`src/rtl/pipe_pkg.sv`:
```
// Shared definitions for the pipeline stage buffer.
// Provides the skid FSM state encoding, the "no exception" code and the
// default exception-code width used by pipe_stage_buf and pipe_skid_ctrl.
package pipe_pkg;

    typedef enum logic [1:0] {
        StEmpty = 2'd0,
        StOne   = 2'd1,
        StTwo   = 2'd2
    } skid_state_e;

    localparam int unsigned EXC_W_DEFAULT = 5;
    localparam int unsigned EXC_NONE      = 0;

endpackage

```
`src/rtl/pipe_skid_ctrl.sv`:
```
// Control half of the two-entry pipeline stage buffer.
// Runs the EMPTY/ONE/TWO occupancy FSM and produces the handshake signals and
// the storage load strobes used by pipe_stage_buf.
// Ports:
//   clk, reset        clock and synchronous active-high reset
//   in_valid          upstream entry present
//   out_ready         downstream accepts
//   flush             discard all held entries
//   in_ready          buffer can accept
//   out_valid         head entry present
//   load_main         capture the incoming entry into the main register
//   load_skid         capture the incoming entry into the skid register
//   skid_to_main      move the skid entry into the main register
module pipe_skid_ctrl
    import pipe_pkg::*;
(
    input  logic clk,
    input  logic reset,
    input  logic in_valid,
    input  logic out_ready,
    input  logic flush,
    output logic in_ready,
    output logic out_valid,
    output logic load_main,
    output logic load_skid,
    output logic skid_to_main
);

    skid_state_e state_q, state_d;
    logic        has_q;
    logic        full_q;
    logic        in_fire;
    logic        out_fire;

    // Handshake flags are registered copies of the state decode; reset masks
    // them so nothing is offered or accepted while reset is held.
    assign in_ready  = ~full_q & ~reset;
    assign out_valid = has_q & ~reset;
    assign in_fire   = in_valid & in_ready;
    assign out_fire  = out_valid & out_ready;

    always_comb begin
        state_d      = state_q;
        load_main    = 1'b0;
        load_skid    = 1'b0;
        skid_to_main = 1'b0;
        if (flush) begin
            // Incoming entry is dropped; a same-cycle out_fire is still consumed.
            state_d = StEmpty;
        end else begin
            unique case (state_q)
                StEmpty: begin
                    if (in_fire) begin
                        state_d   = StOne;
                        load_main = 1'b1;
                    end
                end
                StOne: begin
                    if (in_fire && out_fire) begin
                        load_main = 1'b1;
                    end else if (in_fire) begin
                        state_d   = StTwo;
                        load_skid = 1'b1;
                    end else if (out_fire) begin
                        state_d = StEmpty;
                    end
                end
                StTwo: begin
                    if (out_fire) begin
                        state_d      = StOne;
                        skid_to_main = 1'b1;
                    end
                end
                default: state_d = StEmpty;
            endcase
        end
    end

    always_ff @(posedge clk) begin
        if (reset) begin
            state_q <= StEmpty;
            has_q   <= 1'b0;
            full_q  <= 1'b0;
        end else begin
            state_q <= state_d;
            has_q   <= (state_d != StEmpty);
            full_q  <= (state_d == StTwo);
        end
    end

endmodule

```
`src/rtl/pipe_stage_buf.sv`:
```
// Two-entry pipeline stage buffer (main + skid register) with ready/valid
// handshakes on both sides, bubble/int_kill capture and flush.
// The main register drives out_*; the skid register absorbs one extra entry
// when the downstream stalls.
// Ports:
//   clk, reset              clock and synchronous active-high reset
//   in_valid/in_ready       upstream handshake
//   in_pc/instr/data/bd/exc incoming entry fields
//   bubble                  capture entry as bubble (instr/data/exc zeroed)
//   int_kill                capture entry with instr zeroed
//   flush                   discard all held entries
//   out_valid/out_ready     downstream handshake
//   out_pc/instr/data/bd/exc head entry fields
//   stall_cnt               backpressure cycle count, saturating; present only
//                           when PIPE_STAGE_STALL_CNT_EN is defined
module pipe_stage_buf
    import pipe_pkg::*;
#(
    parameter int unsigned DATA_W = 64,
    parameter int unsigned EXC_W  = EXC_W_DEFAULT
) (
    input  logic              clk,
    input  logic              reset,
    input  logic              in_valid,
    output logic              in_ready,
    input  logic [31:0]       in_pc,
    input  logic [31:0]       in_instr,
    input  logic [DATA_W-1:0] in_data,
    input  logic              in_bd,
    input  logic [EXC_W-1:0]  in_exc,
    input  logic              bubble,
    input  logic              int_kill,
    input  logic              flush,
    output logic              out_valid,
    input  logic              out_ready,
    output logic [31:0]       out_pc,
    output logic [31:0]       out_instr,
    output logic [DATA_W-1:0] out_data,
    output logic              out_bd,
`ifdef PIPE_STAGE_STALL_CNT_EN
    output logic [31:0]       stall_cnt,
`endif
    output logic [EXC_W-1:0]  out_exc
);

    logic load_main;
    logic load_skid;
    logic skid_to_main;

    pipe_skid_ctrl u_ctrl (
        .clk          (clk),
        .reset        (reset),
        .in_valid     (in_valid),
        .out_ready    (out_ready),
        .flush        (flush),
        .in_ready     (in_ready),
        .out_valid    (out_valid),
        .load_main    (load_main),
        .load_skid    (load_skid),
        .skid_to_main (skid_to_main)
    );

    // Incoming entry after bubble/int_kill squashing; bubble dominates.
    logic [31:0]       cap_instr;
    logic [DATA_W-1:0] cap_data;
    logic [EXC_W-1:0]  cap_exc;

    always_comb begin
        cap_instr = in_instr;
        cap_data  = in_data;
        cap_exc   = in_exc;
        if (bubble) begin
            cap_instr = '0;
            cap_data  = '0;
            cap_exc   = EXC_W'(EXC_NONE);
        end else if (int_kill) begin
            cap_instr = '0;
        end
    end

    logic [31:0]       main_pc_q, skid_pc_q;
    logic [31:0]       main_instr_q, skid_instr_q;
    logic [DATA_W-1:0] main_data_q, skid_data_q;
    logic              main_bd_q, skid_bd_q;
    logic [EXC_W-1:0]  main_exc_q, skid_exc_q;

    always_ff @(posedge clk) begin
        if (reset) begin
            main_pc_q    <= '0;
            main_instr_q <= '0;
            main_data_q  <= '0;
            main_bd_q    <= 1'b0;
            main_exc_q   <= '0;
        end else if (load_main) begin
            main_pc_q    <= in_pc;
            main_instr_q <= cap_instr;
            main_data_q  <= cap_data;
            main_bd_q    <= in_bd;
            main_exc_q   <= cap_exc;
        end else if (skid_to_main) begin
            main_pc_q    <= skid_pc_q;
            main_instr_q <= skid_instr_q;
            main_data_q  <= skid_data_q;
            main_bd_q    <= skid_bd_q;
            main_exc_q   <= skid_exc_q;
        end
    end

    always_ff @(posedge clk) begin
        if (reset) begin
            skid_pc_q    <= '0;
            skid_instr_q <= '0;
            skid_data_q  <= '0;
            skid_bd_q    <= 1'b0;
            skid_exc_q   <= '0;
        end else if (load_skid) begin
            skid_pc_q    <= in_pc;
            skid_instr_q <= cap_instr;
            skid_data_q  <= cap_data;
            skid_bd_q    <= in_bd;
            skid_exc_q   <= cap_exc;
        end
    end

    assign out_pc    = main_pc_q;
    assign out_instr = main_instr_q;
    assign out_data  = main_data_q;
    assign out_bd    = main_bd_q;
    assign out_exc   = main_exc_q;

`ifdef PIPE_STAGE_STALL_CNT_EN
    logic [31:0] stall_cnt_q;

    always_ff @(posedge clk) begin
        if (reset) begin
            stall_cnt_q <= '0;
        end else if (out_valid && !out_ready && (stall_cnt_q != 32'hFFFF_FFFF)) begin
            stall_cnt_q <= stall_cnt_q + 32'd1;
        end
    end

    assign stall_cnt = stall_cnt_q;
`endif

endmodule

```
`config.mk`:
```
export PLATFORM = sky130hd
export DESIGN_NAME = pipe_stage_buf
export DESIGN_NICKNAME = d
export VERILOG_FILES = /design/src/rtl/pipe_pkg.sv /design/src/rtl/pipe_skid_ctrl.sv /design/src/rtl/pipe_stage_buf.sv
export SDC_FILE = /design/constraint.sdc
export NUM_CORES = 1
export LEC_CHECK = 0
export CAP_MARGIN = 20
export CORE_AREA = 2 2 111 193
export CTS_CLUSTER_DIAMETER = 150
export CTS_CLUSTER_SIZE = 28
export DETAILED_ROUTE_END_ITERATION = 10
export DIE_AREA = 0 0 113 195
export GPL_ROUTABILITY_DRIVEN = 1
export PLACE_DENSITY = 0.89
export SLEW_MARGIN = 10
export SYNTH_ARGS = -nofsm -noshare
export SYNTH_HDL_FRONTEND = slang
export SYNTH_SLANG_ARGS = --single-unit
```
`constraint.sdc`:
```
create_clock -name clk -period 3.4 [get_ports clk]
set_clock_uncertainty 0.15 [all_clocks]
set_input_delay 0.34 -clock clk [delete_from_list [all_inputs] [get_ports clk]]
set_output_delay 0.34 -clock clk [all_outputs]
set_load 0.02 [all_outputs]
```
==> results.md, run 1 <==
- The post-synthesis sequential element count is 272.
- The number of pins exceeding their max-slew limit in the final report came to 0.
- The first-pass iteration count of the detailed router is 8.
- The number of synthesized flops with an enable pin is 0.
- The checks that failed: DRC.
- The final standard cell utilization of the core is 68.0%.
- Compared with the post-synthesis result, the final layout area differs by 29.6%.
- For this run the aggregate overflow at the end of global routing stands at 0.
- The minimum setup slack after placement is 0.726 ns.
- The static leakage power is 4.27 nW.
- Headroom to the max-slew limit came out at 20.7%.
- The via count of the first global-routing pass came to 9758.
- The master cell of the clock root buffer is sky130_fd_sc_hd__clkbuf_16.
- The number of gates resized after cts is 0.
- During placement, the flow inserted port buffers numbering 276.
- The routed length on met2 is 15.7 mm.
- Yosys printed 0 warnings.
- The kind of end point of the critical path is a flop.
- The worst-case IR drop observed on VDD is 0.480 mV.
- The area inside the core boundary is 20400 um2.
- The worst-case setup margin in the final layout is 0.942 ns.
- The detailed router placed 10400 vias in this run.
- In this run the number of H-tree levels came out at 1.
- Counting the buffers created by CTS gives 13.
- The fraction of layout cells with a size suffix above 1 is 2.51%.
- The required time at the endpoint of the critical path is 3.64 ns.
- The vertical die dimension is 195 um.
- The floorplan step set the die width to 113 um.
- The tool flagged a number of max-cap violations equal to 0.
- The synthesized instance count is 1303.
- TritonCTS built the clock tree.
- The category of the most critical setup path is input pin to flop.
- The share of total power in sequential cells is 59.3%.
- In the final routed layout, each cell accounts on average for 18.1 um.
- The kind of path behind the tightest hold check is input pin to flop.
- The flow ran to the end, but the final reports show violations.
- The post-CTS setup-driven buffer insertion count is 0.
- The initial antenna violation count was 0.
- The part of the total power dissipated in the clock network is 30.5%.
- The source-to-sink clock delay at the later pin of the worst-skew pair is 0.47 ns.
- Once detailed placement completed, the half-perimeter wirelength came to 18.8 mm.
- The wire length on met1 is 11.7 mm.
- The combinational cell fraction of total power is 10.1%.
- The wire length of the first global-routing pass is 49.5 mm.
- The uppermost layer routed is met4.
- The final antenna-violating net count is 0.
- The first routing iteration left 1262 violations.
- For the final routed database, the setup TNS stands at 0 ns.
- The switching component of the power is 1.28 mW.
- Across all register-to-register paths, the minimum setup slack is 1.05 ns.
- The clock passes through at most 3 buffers.
- In the routed layout, each cell is associated on average with a via count of 6.03.
- After detailed routing, the met3 layer carries 2.04 mm of wire.
- The mean instance size in the synthesized netlist is 8.20 um2.
- The async set-or-reset flop fraction in the synthesized netlist is 0%.
- The clock slew at the register clock pins of the worst setup and hold paths is 0.10 ns.
- After detailed routing, the number of remaining DRC violations is 17.
- The worst setup path is launched from an input pin.
- The critical path data arrival time is 2.70 ns.
- The switching part of the total power is 23.4%.
- The antenna diode count is 0.
- The final weighted congestion in routability-driven placement is 0.872.
- Entering global routing, the biggest net connects 269 pins.
- The initial cell density of the core is 52.5%.
- Summed over all layers, the routed wires come to 31.3 mm.
- The die footprint is 22000 um2.
- CTS saw 272 sinks.
- In this run, distinct cell masters in the synthesized netlist total 27.
- The internal power is 4.19 mW.
- The top-level port count is 277.
- The count of cells in the finished layout, fillers not included, comes to 1725.
- The final clock period utilization by the worst path is 72.3%.
- The dominant register cell in the synthesized netlist is sky130_fd_sc_hd__dfxtp_1.
- Setup repair after global routing left no endpoint under its margin.
- The global-route usage over all layers is 26.9%.
- Based on the critical path, the design can be clocked at up to 407 MHz.
- The number of placed instances, taps included, is 1710.
- The number of hold violations in the final report is 0.
- On the final layout, the worst hold slack is 0.276 ns.
- The initialized floorplan defines 69 standard-cell rows.
- Summing the sequential cell areas from Yosys gives 50.9% of the chip area.
- The transition time at the pin with the least slew margin is 1.19 ns.
- Synthesis produced a netlist with a net count of 1444.
- The power per cell area is 395 nW/um2.
- The cts-stage hold buffer count is 1.
- The worst path needs 2.46 ns of the cycle, external delays included.
- Setup violations remaining at the end of the flow were counted as 0.
- The total standard cell area after synthesis is 10700 um2.
- The maximum fanout along the worst path is 33.
- The number of nets at the end of the flow is 1619.
-- per-stage QoR --
step                      instance area [um2]  power (mW)
after floorplan                         10700        3.56
after global placement                  13500        3.86
after detailed placement                13500        3.87
after CTS                               13800        5.50
after global routing                    13800        5.64
final                                   13800        5.47
-- Yosys cell counts, types with 2 or more instances --
cell type	instances	area [um2]
sky130_fd_sc_hd__dfxtp_1	272	5450
sky130_fd_sc_hd__a21oi_1	271	1360
sky130_fd_sc_hd__nand2_1	237	890
sky130_fd_sc_hd__nand3_1	166	831
sky130_fd_sc_hd__clkbuf_1	105	394
sky130_fd_sc_hd__a22oi_1	102	766
sky130_fd_sc_hd__nor2b_1	70	438
sky130_fd_sc_hd__a32oi_1	32	280
sky130_fd_sc_hd__buf_2	20	100
sky130_fd_sc_hd__buf_1	5	18.8
sky130_fd_sc_hd__nor2_1	4	15.0
sky130_fd_sc_hd__a211oi_1	2	15.0
sky130_fd_sc_hd__nor3b_1	2	15.0
sky130_fd_sc_hd__nor4_1	2	12.5
-- kinds of logic after synthesis --
logic type             share of synthesized area [%]
AO/OA/AOI/OAI                                   22.8
flip-flops                                      50.9
buffers and inverters                           4.90
AND/OR/NAND/NOR                                 21.3
-- placed cells by master, fill, tap and decap left out, drive strengths merged, types with 2 or more instances in the layout --
cell type	instances
nor3b	2
nor4	3
nand3	166
buf	15
nor2b	70
a21oi	271
nor2	4
inv	2
a211oi	3
dfxtp	272
nand2	237
clkbuf	14
clkdlybuf4s50	274
a32oi	32
a22oi	102
-- power groups by stage --
stage / Combinational (mW) / Sequential (mW) / Clock (mW)
2_1_floorplan: 0.203 / 3.36 / 0
3_3_place_gp: 0.541 / 3.32 / 0
3_5_place_dp: 0.547 / 3.32 / 0
4_1_cts: 0.551 / 3.25 / 1.70
5_1_grt: 0.591 / 3.25 / 1.80
6_report: 0.554 / 3.25 / 1.67
-- per-layer routing --
metal | GRT usage [%] | vias up
li1 | - | 4908
met4 | 14.5 | 0
met1 | 32.7 | 4958
met3 | 3.82 | 99
met5 | 0 | -
met2 | 45.4 | 441
-- critical path: stages --
cell                            delay [ns]
sky130_fd_sc_hd__dlygate4sd3_1        0.55
sky130_fd_sc_hd__clkbuf_8             0.17
sky130_fd_sc_hd__and3b_1              0.48
sky130_fd_sc_hd__and2_4               0.52
sky130_fd_sc_hd__buf_4                0.34
sky130_fd_sc_hd__a22oi_1              0.13
sky130_fd_sc_hd__a21oi_1              0.16
-- worst paths after layout --
kind,to,startpoint,cells after the start
max,out_data[35],reset,7
max reg2reg,out_data[35],u_ctrl.state_q[1],5
min reg2reg,skid_instr_q[20],skid_instr_q[20],2
min,skid_pc_q[30],in_pc[30],3
-- final cells by class --
class | count | area (um2)
multi-input cells | 899 | 4750
clock buffers | 13 | 325
repair buffers | 291 | 3000
flip-flops and latches | 272 | 5450
fillers | 1609 | 6530
clock inverters | 1 | 8.76
inverters | 1 | 3.75
well taps | 248 | 310
-- state kept, by name, summed over array words and instances, names as in the netlist, 2 cells and up --
register,cells
out_data,64
out_exc,5
out_instr,32
out_pc,32
skid_data_q,64
skid_exc_q,5
skid_instr_q,32
skid_pc_q,32
u_ctrl.state_q,2
Note: power is estimated with default switching activity, not from simulation.
==> inputs of run 2 (changes only) <==
--- a/config.mk
+++ b/config.mk
@@ -6,13 +6,13 @@
 export NUM_CORES = 1
 export LEC_CHECK = 0
 export CAP_MARGIN = 20
-export CORE_AREA = 2 2 111 193
+export CORE_AREA = 2 2 121 212
 export CTS_CLUSTER_DIAMETER = 150
 export CTS_CLUSTER_SIZE = 28
 export DETAILED_ROUTE_END_ITERATION = 10
-export DIE_AREA = 0 0 113 195
+export DIE_AREA = 0 0 123 214
 export GPL_ROUTABILITY_DRIVEN = 1
-export PLACE_DENSITY = 0.89
+export PLACE_DENSITY = 0.79
 export SLEW_MARGIN = 10
 export SYNTH_ARGS = -nofsm -noshare
 export SYNTH_HDL_FRONTEND = slang
==> constraint.sdc (replaced) <==
create_clock -name clk -period 2.1 [get_ports clk]
set_clock_uncertainty 0.15 [all_clocks]
set_input_delay 0.21 -clock clk [delete_from_list [all_inputs] [get_ports clk]]
set_output_delay 0.21 -clock clk [all_outputs]
set_load 0.02 [all_outputs]
==> run 2 against run 1 <==
Against the previous run:
- the flow now finishes without violations
- sequential cell count stayed put
- global-route usage fell by 3.4 points
- first-iteration DRC count down 28%
- register-to-register slack got worse by 0.94 ns
- non-clock buffer count up 34
- cell count increased by 5.8%
- hold slack worse by 0.13 ns
- highest routed layer unchanged
- die area increased by 19%
- power is 63% higher
- via count down 0.62%
- critical path type is now flop to flop
- worst setup slack got worse by 0.83 ns
- sequential power rose by 62%
==> results.md, run 2 (synthesis results as in run 1) <==
- Result of the run: finished clean (was finished, violations left).
- The first-pass iteration count of the detailed router is 6 (was 8).
- The number of rows in the core area is 76 (was 69).
- The kind of end point of the critical path is a flop (unchanged).
- The maximum level of the CTS H-tree is 1 (unchanged).
- The clock slew at the register clock pins of the worst setup and hold paths is 0.11 ns (was 0.10 ns).
- The final weighted congestion in routability-driven placement is 0.823 (was 0.872).
- The die footprint was 26300 um2 (was 22000 um2).
- The total vias in the final route came to 10300 (was 10400).
- The number of nets at the end of the flow is 1653 (was 1619).
- The total power came to 8.95 mW (was 5.47 mW).
- The global-route usage over all layers is 23.4% (was 26.9%).
- The source-to-sink clock delay at the later pin of the worst-skew pair is 0.48 ns (was 0.47 ns).
- The most frequent standard cell in the layout excluding fill and tap cells is sky130_fd_sc_hd__clkdlybuf4s50_1 (unchanged).
- The instance count along the most critical hold path was 3 (unchanged).
- The number of pins exceeding their max-slew limit in the final report came to 0 (unchanged).
- The area inside the core boundary is 24500 um2 (was 20400 um2).
- The static leakage power is 4.52 nW (was 4.27 nW).
- The total DRC errors in the routed layout is 0 (was 17).
- The final routed wire length divided by cell count is 17.9 um (was 18.1 um).
- The count of final setup violators is 0 (unchanged).
- The final antenna-violating net count is 0 (unchanged).
- The routed wire length is 32.6 mm (was 31.3 mm).
- The upper clock frequency limit is 503 MHz.
- The post-placement cell count is 1808 (was 1710).
- The top-level port count is 277 (unchanged).
- The initial antenna violation count is 2 (was 0).
- The via count of the first global-routing pass is 9722 (was 9758).
- The transition time at the pin with the least slew margin is 1.08 ns (was 1.19 ns).
- The die span in x is 123 um (was 113 um).
- The power per cell area came to 622 nW/um2 (was 395 nW/um2).
- The worst hold-check slack is 0.149 ns (was 0.276 ns).
- The final standard cell utilization of the core is 58.6% (was 68.0%).
- The cell count of the worst reg-to-reg path was 6 (was 5).
- The number of hold violations in the final report is 0 (unchanged).
- The wire length of the first global-routing pass is 50.4 mm (was 49.5 mm).
- The master cell of the clock root buffer is sky130_fd_sc_hd__clkbuf_16 (unchanged).
- The count of non-filler cells in the finished layout is 1825 (was 1725).
- The critical path data arrival time is 2.24 ns (was 2.70 ns).
- The TritonCTS clock tree was yes (unchanged).
- The category of the most critical setup path is flop to flop (was input pin to flop).
- The fraction of layout cells with a size suffix above 1 is 4.77% (was 2.51%).
- The clock sink count is 272 (unchanged).
- The normalized max-slew margin is 27.8% (was 20.7%).
- The placed wire-length estimate after detailed placement is 21.2 mm (was 18.8 mm).
- The setup TNS after final layout was 0 ns (unchanged).
- The number of buffers inserted by port buffering is 276 (unchanged).
- The relative area change from synthesis to final layout came to 34.6% (was 29.6%).
- The initial cell density of the core is 43.6% (was 52.5%).
- The maximum ir drop on the vdd rail is 0.666 mV (was 0.480 mV).
- The average vias per placed instance came to 5.67 (was 6.03).
- The number of buffers on the longest clock path is 3 (unchanged).
- The number of fill cells in the layout came to 2170 (was 1609).
- The aggregate global routing overflow is 0 (unchanged).
- The maximum fanout along the worst path was 23 (was 33).
- The post-CTS setup-driven buffer insertion count is 0 (unchanged).
- The final critical delay including setup and external delays is 1.99 ns.
- The number of design-rule violations left by the first detailed-router iteration is 912 (was 1262).
- Dividing the final minimum period by the clock period gives 94.7%.
- The max-cap violation count is 0 (unchanged).
- Unrepaired setup endpoints after global routing: false (unchanged).
- The total CTS buffers came to 13 (unchanged).
- Top library cells by usage in the layout, fill and taps aside: 273 x sky130_fd_sc_hd__clkdlybuf4s50_1, 271 x sky130_fd_sc_hd__a21oi_1, 271 x sky130_fd_sc_hd__dfxtp_1 (was 274 x sky130_fd_sc_hd__clkdlybuf4s50_1, 272 x sky130_fd_sc_hd__dfxtp_1, 271 x sky130_fd_sc_hd__a21oi_1).
- The largest net degree at the start of global routing is 135 (was 269).
- The required time at the endpoint of the critical path came to 2.35 ns (was 3.64 ns).
- The vertical die dimension is 214 um (was 195 um).
- The kind of path behind the tightest hold check is input pin to flop (unchanged).
- The critical path startpoint category is a flop (was input pin).
-- run 2: area by class of cell --
class / count / area [um2] / area share (%)
sequential: 272 / 5450 / 37.9
multi-input combinational: 899 / 4750 / 33.0
timing repair buffer: 325 / 3450 / 24.0
tap: 312 / 390 / 2.71
clock buffer: 13 / 325 / 2.26
clock inverter: 1 / 8.76 / 0.0609
antenna: 2 / 5.00 / 0.0348
inverter: 1 / 3.75 / 0.0261
-- run 2: power by group --
part	leakage, nW	switching [mW]	internal (mW)
clock network	0.165	1.60	1.13
registers	2.20	0.0390	5.22
logic	2.16	0.476	0.479
-- run 2: worst max-delay path, cell delays in order (launching register included) --
cell and delay (ns):
sky130_fd_sc_hd__dfxtp_1 0.34, sky130_fd_sc_hd__or3b_1 0.46, sky130_fd_sc_hd__a211oi_4 0.32, sky130_fd_sc_hd__buf_12 0.21, sky130_fd_sc_hd__buf_12 0.18, sky130_fd_sc_hd__a22oi_1 0.08, sky130_fd_sc_hd__a21oi_1 0.15
-- run 2: worst paths after layout --
kind | start | to | slack (ns)
setup / recovery | u_ctrl.full_q | out_pc[24] | 0.11
hold / removal | in_pc[18] | skid_pc_q[18] | 0.15
setup reg to reg | u_ctrl.full_q | out_pc[24] | 0.11
hold reg to reg | skid_instr_q[15] | skid_instr_q[15] | 0.31
-- run 2: through the flow --
| step | worst slack [ns] | instance area, um2 |
|---|---|---|
| 6_report | 0.112 | 14400 |
| 5_1_grt | 0.0125 | 14400 |
| 4_1_cts | 0.0253 | 14400 |
| 3_5_place_dp | -0.318 | 14000 |
| 3_3_place_gp | -0.203 | 14000 |
| 2_1_floorplan | 0.159 | 10700 |
-- run 2: per-layer routing --
| metal | track usage [%] | up-vias | share of wire (%) |
|---|---|---|---|
| met2 | 42.2 | 402 | 53 |
| li1 | - | 4980 | - |
| met4 | 9.39 | 0 | 4.2 |
| met3 | 2.69 | 72 | 5.6 |
| met5 | 0 | - | 0 |
| met1 | 27.7 | 4888 | 38 |
-- run 2: repair_timing --
action / CTS / global route
resized for setup: 0 / 3
endpoints found under the hold margin: 2 / 0
hold buffers: 1 / 0
setup endpoints to repair: 0 / 9
==> inputs of run 3 (changes only) <==
--- a/config.mk
+++ b/config.mk
@@ -6,14 +6,16 @@
 export NUM_CORES = 1
 export LEC_CHECK = 0
 export CAP_MARGIN = 20
-export CORE_AREA = 2 2 121 212
+export CORE_AREA = 2 2 126 219
 export CTS_CLUSTER_DIAMETER = 150
 export CTS_CLUSTER_SIZE = 28
 export DETAILED_ROUTE_END_ITERATION = 10
-export DIE_AREA = 0 0 123 214
+export DIE_AREA = 0 0 128 221
 export GPL_ROUTABILITY_DRIVEN = 1
-export PLACE_DENSITY = 0.79
+export PLACE_DENSITY = 0.8
+export SKIP_LAST_GASP = 1
 export SLEW_MARGIN = 10
 export SYNTH_ARGS = -nofsm -noshare
 export SYNTH_HDL_FRONTEND = slang
+export SYNTH_HIERARCHICAL = 1
 export SYNTH_SLANG_ARGS = --single-unit
==> run 3 against run 2 <==
Against the previous run:
- utilization rose by 3.5 points
- register-to-register slack worse by 0.11 ns
- sequential power increased by 1%
==> results.md, run 3 <==
- The placed wire-length estimate after detailed placement is 21.5 mm (was 21.2 mm).
- The final antenna-violating net count came to 0 (unchanged).
- Ordered list of cells on the worst path: or3b_4 > a2111oi_4 > buf_4 > nor4b_4 > buf_4 > buf_12 > nand2_2 > o21ai_2 (was or3b_1 > a211oi_4 > buf_12 > buf_12 > a22oi_1 > a21oi_1).
- The total DRC errors in the routed layout came to 0 (unchanged).
- The initial antenna violation count is 1 (was 2).
- The longest individual stage delay on the worst path is 0.42 ns (was 0.46 ns).
- The static leakage power came to 5.56 nW (was 4.52 nW).
- The total vias in the final route is 9978 (was 10300).
- The maximum level of the CTS H-tree came to 1 (unchanged).
- The number of synthesized flops with an enable pin is 0 (unchanged).
- The register-to-register setup slack is 0.003 ns (was 0.11 ns).
- The area inside the core boundary was 26500 um2 (was 24500 um2).
- The number of buffers on the longest clock path is 3 (unchanged).
- The worst reg2reg path endpoint is out_instr[7] (was out_pc[24]).
- The worst setup path startpoint is u_ctrl/full_q (was u_ctrl.full_q).
- The transition time at the pin with the least slew margin is 0.886 ns (was 1.08 ns).
- The kind of path behind the tightest hold check is input pin to flop (unchanged).
- The async set-or-reset flop fraction in the synthesized netlist is 0% (unchanged).
- The initial cell density of the core is 45.3% (was 43.6%).
- The final routed wire length divided by cell count came to 18.3 um (was 17.9 um).
- The cell type of the slowest stage on the worst timing path is sky130_fd_sc_hd__or3b_4 (was sky130_fd_sc_hd__or3b_1).
- The instance count along the most critical hold path is 3 (unchanged).
- The critical path data arrival time is 2.35 ns (was 2.24 ns).
- The global-route usage over all layers is 21.7% (was 23.4%).
- The number of pins exceeding their max-slew limit in the final report is 0 (unchanged).
- The worst hold-check slack is 0.0564 ns (was 0.149 ns).
- The relative area change from synthesis to final layout is 37.0% (was 34.6%).
- The final weighted congestion in routability-driven placement was 0.839 (was 0.823).
- The worst min-delay path startpoint is reset (was in_pc[18]).
- The number of buffers inserted by port buffering is 276 (unchanged).
- The TritonCTS clock tree is yes (unchanged).
- The kind of end point of the critical path was a flop (unchanged).
- The count of non-filler cells in the finished layout is 1828 (was 1825).
- The die span in x was 128 um (was 123 um).
- The post-synthesis sequential element count was 272 (unchanged).
- The maximum fanout along the worst path is 8 (was 23).
- The die footprint was 28300 um2 (was 26300 um2).
- The final critical delay including setup and external delays is 2.10 ns (was 1.99 ns).
- The category of the most critical setup path is flop to flop (unchanged).
- The post-synth net total is 1358 (was 1444).
- The post-placement cell count is 1782 (was 1808).
- The sequential element share of the synthesized area is 45.3% (was 50.9%).
- The number of hold violations in the final report is 0 (unchanged).
- The max-cap violation count was 0 (unchanged).
- The number of buffer and inverter instances along the worst setup path is 3 (was 2).
- The master cell of the clock root buffer is sky130_fd_sc_hd__clkbuf_16 (unchanged).
- The number of nets at the end of the flow is 1645 (was 1653).
- The final clock period utilization by the worst path is 99.8% (was 94.7%).
- The number of rows in the core area came to 79 (was 76).
- The clock slew at the register clock pins of the worst setup and hold paths came to 0.10 ns (was 0.11 ns).
- The total number of cells along the worst setup path came to 8 (was 6).
- Result of the run: finished clean (unchanged).
- The Yosys warning count came to 6 (was 0).
- The synthesized instance count was 1217 (was 1303).
- The aggregate global routing overflow was 0 (unchanged).
- The count of final setup violators is 0 (unchanged).
- The leading cell type by number of instances after synthesis is sky130_fd_sc_hd__dfxtp_1 (unchanged).
- The number of design-rule violations left by the first detailed-router iteration came to 446 (was 912).
- The average vias per placed instance was 5.46 (was 5.67).
- The routed wire length was 33.5 mm (was 32.6 mm).
- Unrepaired setup endpoints after global routing: true (was false).
- The via count of the first global-routing pass is 9795 (was 9722).
- The critical path startpoint category is a flop (unchanged).
- The cell count of the worst reg-to-reg path was 8 (was 6).
- The upper clock frequency limit is 477 MHz (was 503 MHz).
- The total power came to 9.43 mW (was 8.95 mW).
- The power per cell area is 573 nW/um2 (was 622 nW/um2).
- The largest delay contributor family on the critical path is simple AND/OR/NAND/NOR gates (was compound AO/OA/AOI/OAI gates).
- The source-to-sink clock delay at the later pin of the worst-skew pair came to 0.48 ns (about the same).
- The count of cell types in the netlist is 31 (was 27).
- The total CTS buffers was 13 (unchanged).
- The area fraction of the dominant cell type after synthesis is 45.3% (was 50.9%).
- The normalized max-slew margin was 41.0% (was 27.8%).
- The cell taking the most area after synthesis is sky130_fd_sc_hd__dfxtp_1 (unchanged).
- Top post-synthesis cells by count: 272 x sky130_fd_sc_hd__dfxtp_1, 138 x sky130_fd_sc_hd__nand2b_1, 101 x sky130_fd_sc_hd__nor2b_1 (was 272 x sky130_fd_sc_hd__dfxtp_1, 271 x sky130_fd_sc_hd__a21oi_1, 237 x sky130_fd_sc_hd__nand2_1).
- The total standard cell area after synthesis is 12000 um2 (was 10700 um2).
- The clock sink count is 272 (unchanged).
- The sink of the worst hold path is out_data[51] (was skid_pc_q[18]).
- The vertical die dimension is 221 um (was 214 um).
- The most used cell along the critical path is sky130_fd_sc_hd__buf_4 (was sky130_fd_sc_hd__buf_12).
- The maximum ir drop on the vdd rail is 0.663 mV (was 0.666 mV).
- The most frequent standard cell in the layout excluding fill and tap cells is sky130_fd_sc_hd__clkdlybuf4s50_1 (unchanged).
- The dominant register cell in the synthesized netlist is sky130_fd_sc_hd__dfxtp_1 (unchanged).
- The first-pass iteration count of the detailed router was 6 (unchanged).
- The wire length of the first global-routing pass is 50.6 mm (was 50.4 mm).
- Top library cells by usage in the layout, fill and taps aside: 273 x sky130_fd_sc_hd__clkdlybuf4s50_1, 269 x sky130_fd_sc_hd__dfxtp_1, 138 x sky130_fd_sc_hd__nand2b_1 (was 273 x sky130_fd_sc_hd__clkdlybuf4s50_1, 271 x sky130_fd_sc_hd__a21oi_1, 271 x sky130_fd_sc_hd__dfxtp_1).
- The required time at the endpoint of the critical path is 2.36 ns (was 2.35 ns).
- The worst flop-to-flop path startpoint is u_ctrl/full_q (was u_ctrl.full_q).
- The number of fill cells in the layout came to 2151 (was 2170).
- The largest net degree at the start of global routing is 111 (was 135).
- The fraction of layout cells with a size suffix above 1 is 16.2% (was 4.77%).
- Cell types with the largest area share after synthesis: sky130_fd_sc_hd__dfxtp_1 45%, sky130_fd_sc_hd__mux2i_1 8.2%, sky130_fd_sc_hd__a211oi_2 7.4%, sky130_fd_sc_hd__nand2b_1 7.2%, sky130_fd_sc_hd__nor2b_1 5.3% (was sky130_fd_sc_hd__dfxtp_1 51%, sky130_fd_sc_hd__a21oi_1 13%, sky130_fd_sc_hd__nand2_1 8.3%, sky130_fd_sc_hd__nand3_1 7.8%, sky130_fd_sc_hd__a22oi_1 7.2%).
- The top-level port count is 277 (unchanged).
- The mean instance size in the synthesized netlist is 9.87 um2 (was 8.20 um2).
==> run 3: cell families after synthesis <==
| group | Yosys count | synth area share (%) |
|---|---|---|
| AOI/OAI and AO/OA | 312 | 20.0 |
| buffers and inverters | 114 | 5.39 |
| DFF | 272 | 45.3 |
| muxes | 98 | 8.17 |
| and+or+nand+nor | 421 | 21.1 |
==> run 3: timing repair <==
action,4_1_cts,5_1_grt
cloned,5,8
setup endpoints to repair,134,179
hold buffers,1,0
endpoints found under the hold margin,3,0
pin swaps,2,22
gates resized for setup,14,64
setup buffers,5,13
==> run 3: metrics by stage <==
stage	worst slack, ns	util, %	TNS (ns)	instance area, um2
after floorplan	-0.0304	-	-1.52	12000
after global placement	-0.456	58.1	-62.97	15400
after detailed placement	-0.550	58.1	-76.86	15400
after CTS	-0.0107	60.2	-0.0231	15900
after global routing	-0.0762	62.1	-1.43	16500
final	0.00338	62.1	0	16500
==> run 3: layout make-up <==
cell class	instances	area (um2)	share of cell area [%]
diodes	1	2.50	0.0152
clock buffers	13	325	1.98
clock inverters	1	8.76	0.0532
multi-input cells	831	6120	37.2
flip-flops and latches	272	5450	33.1
well taps	324	405	2.46
repair buffers	386	4140	25.1
==> run 3: power by group <==
part           total, mW  internal [mW]  switching (mW)
logic               1.37          0.718           0.651
clock network       2.73           1.13            1.60
registers           5.32           5.26          0.0647
total               9.43           7.11            2.31
==> run 3: worst max path at each step <==
| stage | endpoint | slack [ns] |
|---|---|---|
| after floorplan | out_data[13] | -0.03 |
| after global placement | out_instr[2] | -0.46 |
| after detailed placement | out_instr[30] | -0.55 |
| after CTS | out_instr[7] | -0.01 |
| after global routing | out_instr[14] | -0.08 |
| final | out_instr[7] | 0.003 |
==> run 3: tightest hold or removal path, cell delays in order <==
cell and delay [ns]:
sky130_fd_sc_hd__clkbuf_8 0.11, sky130_fd_sc_hd__buf_4 0.28, sky130_fd_sc_hd__a211oi_2 0.05
==> run 3: metal layers <==
metal	vias up	wire length, um	part of all wire [%]	GRT usage, %
met4	0	1300	3.9	8.26
met1	4809	12700	38	24.6
met2	271	18000	54	39.9
li1	4825	-	-	-
met3	73	1550	4.6	3.87
met5	-	0	0	0
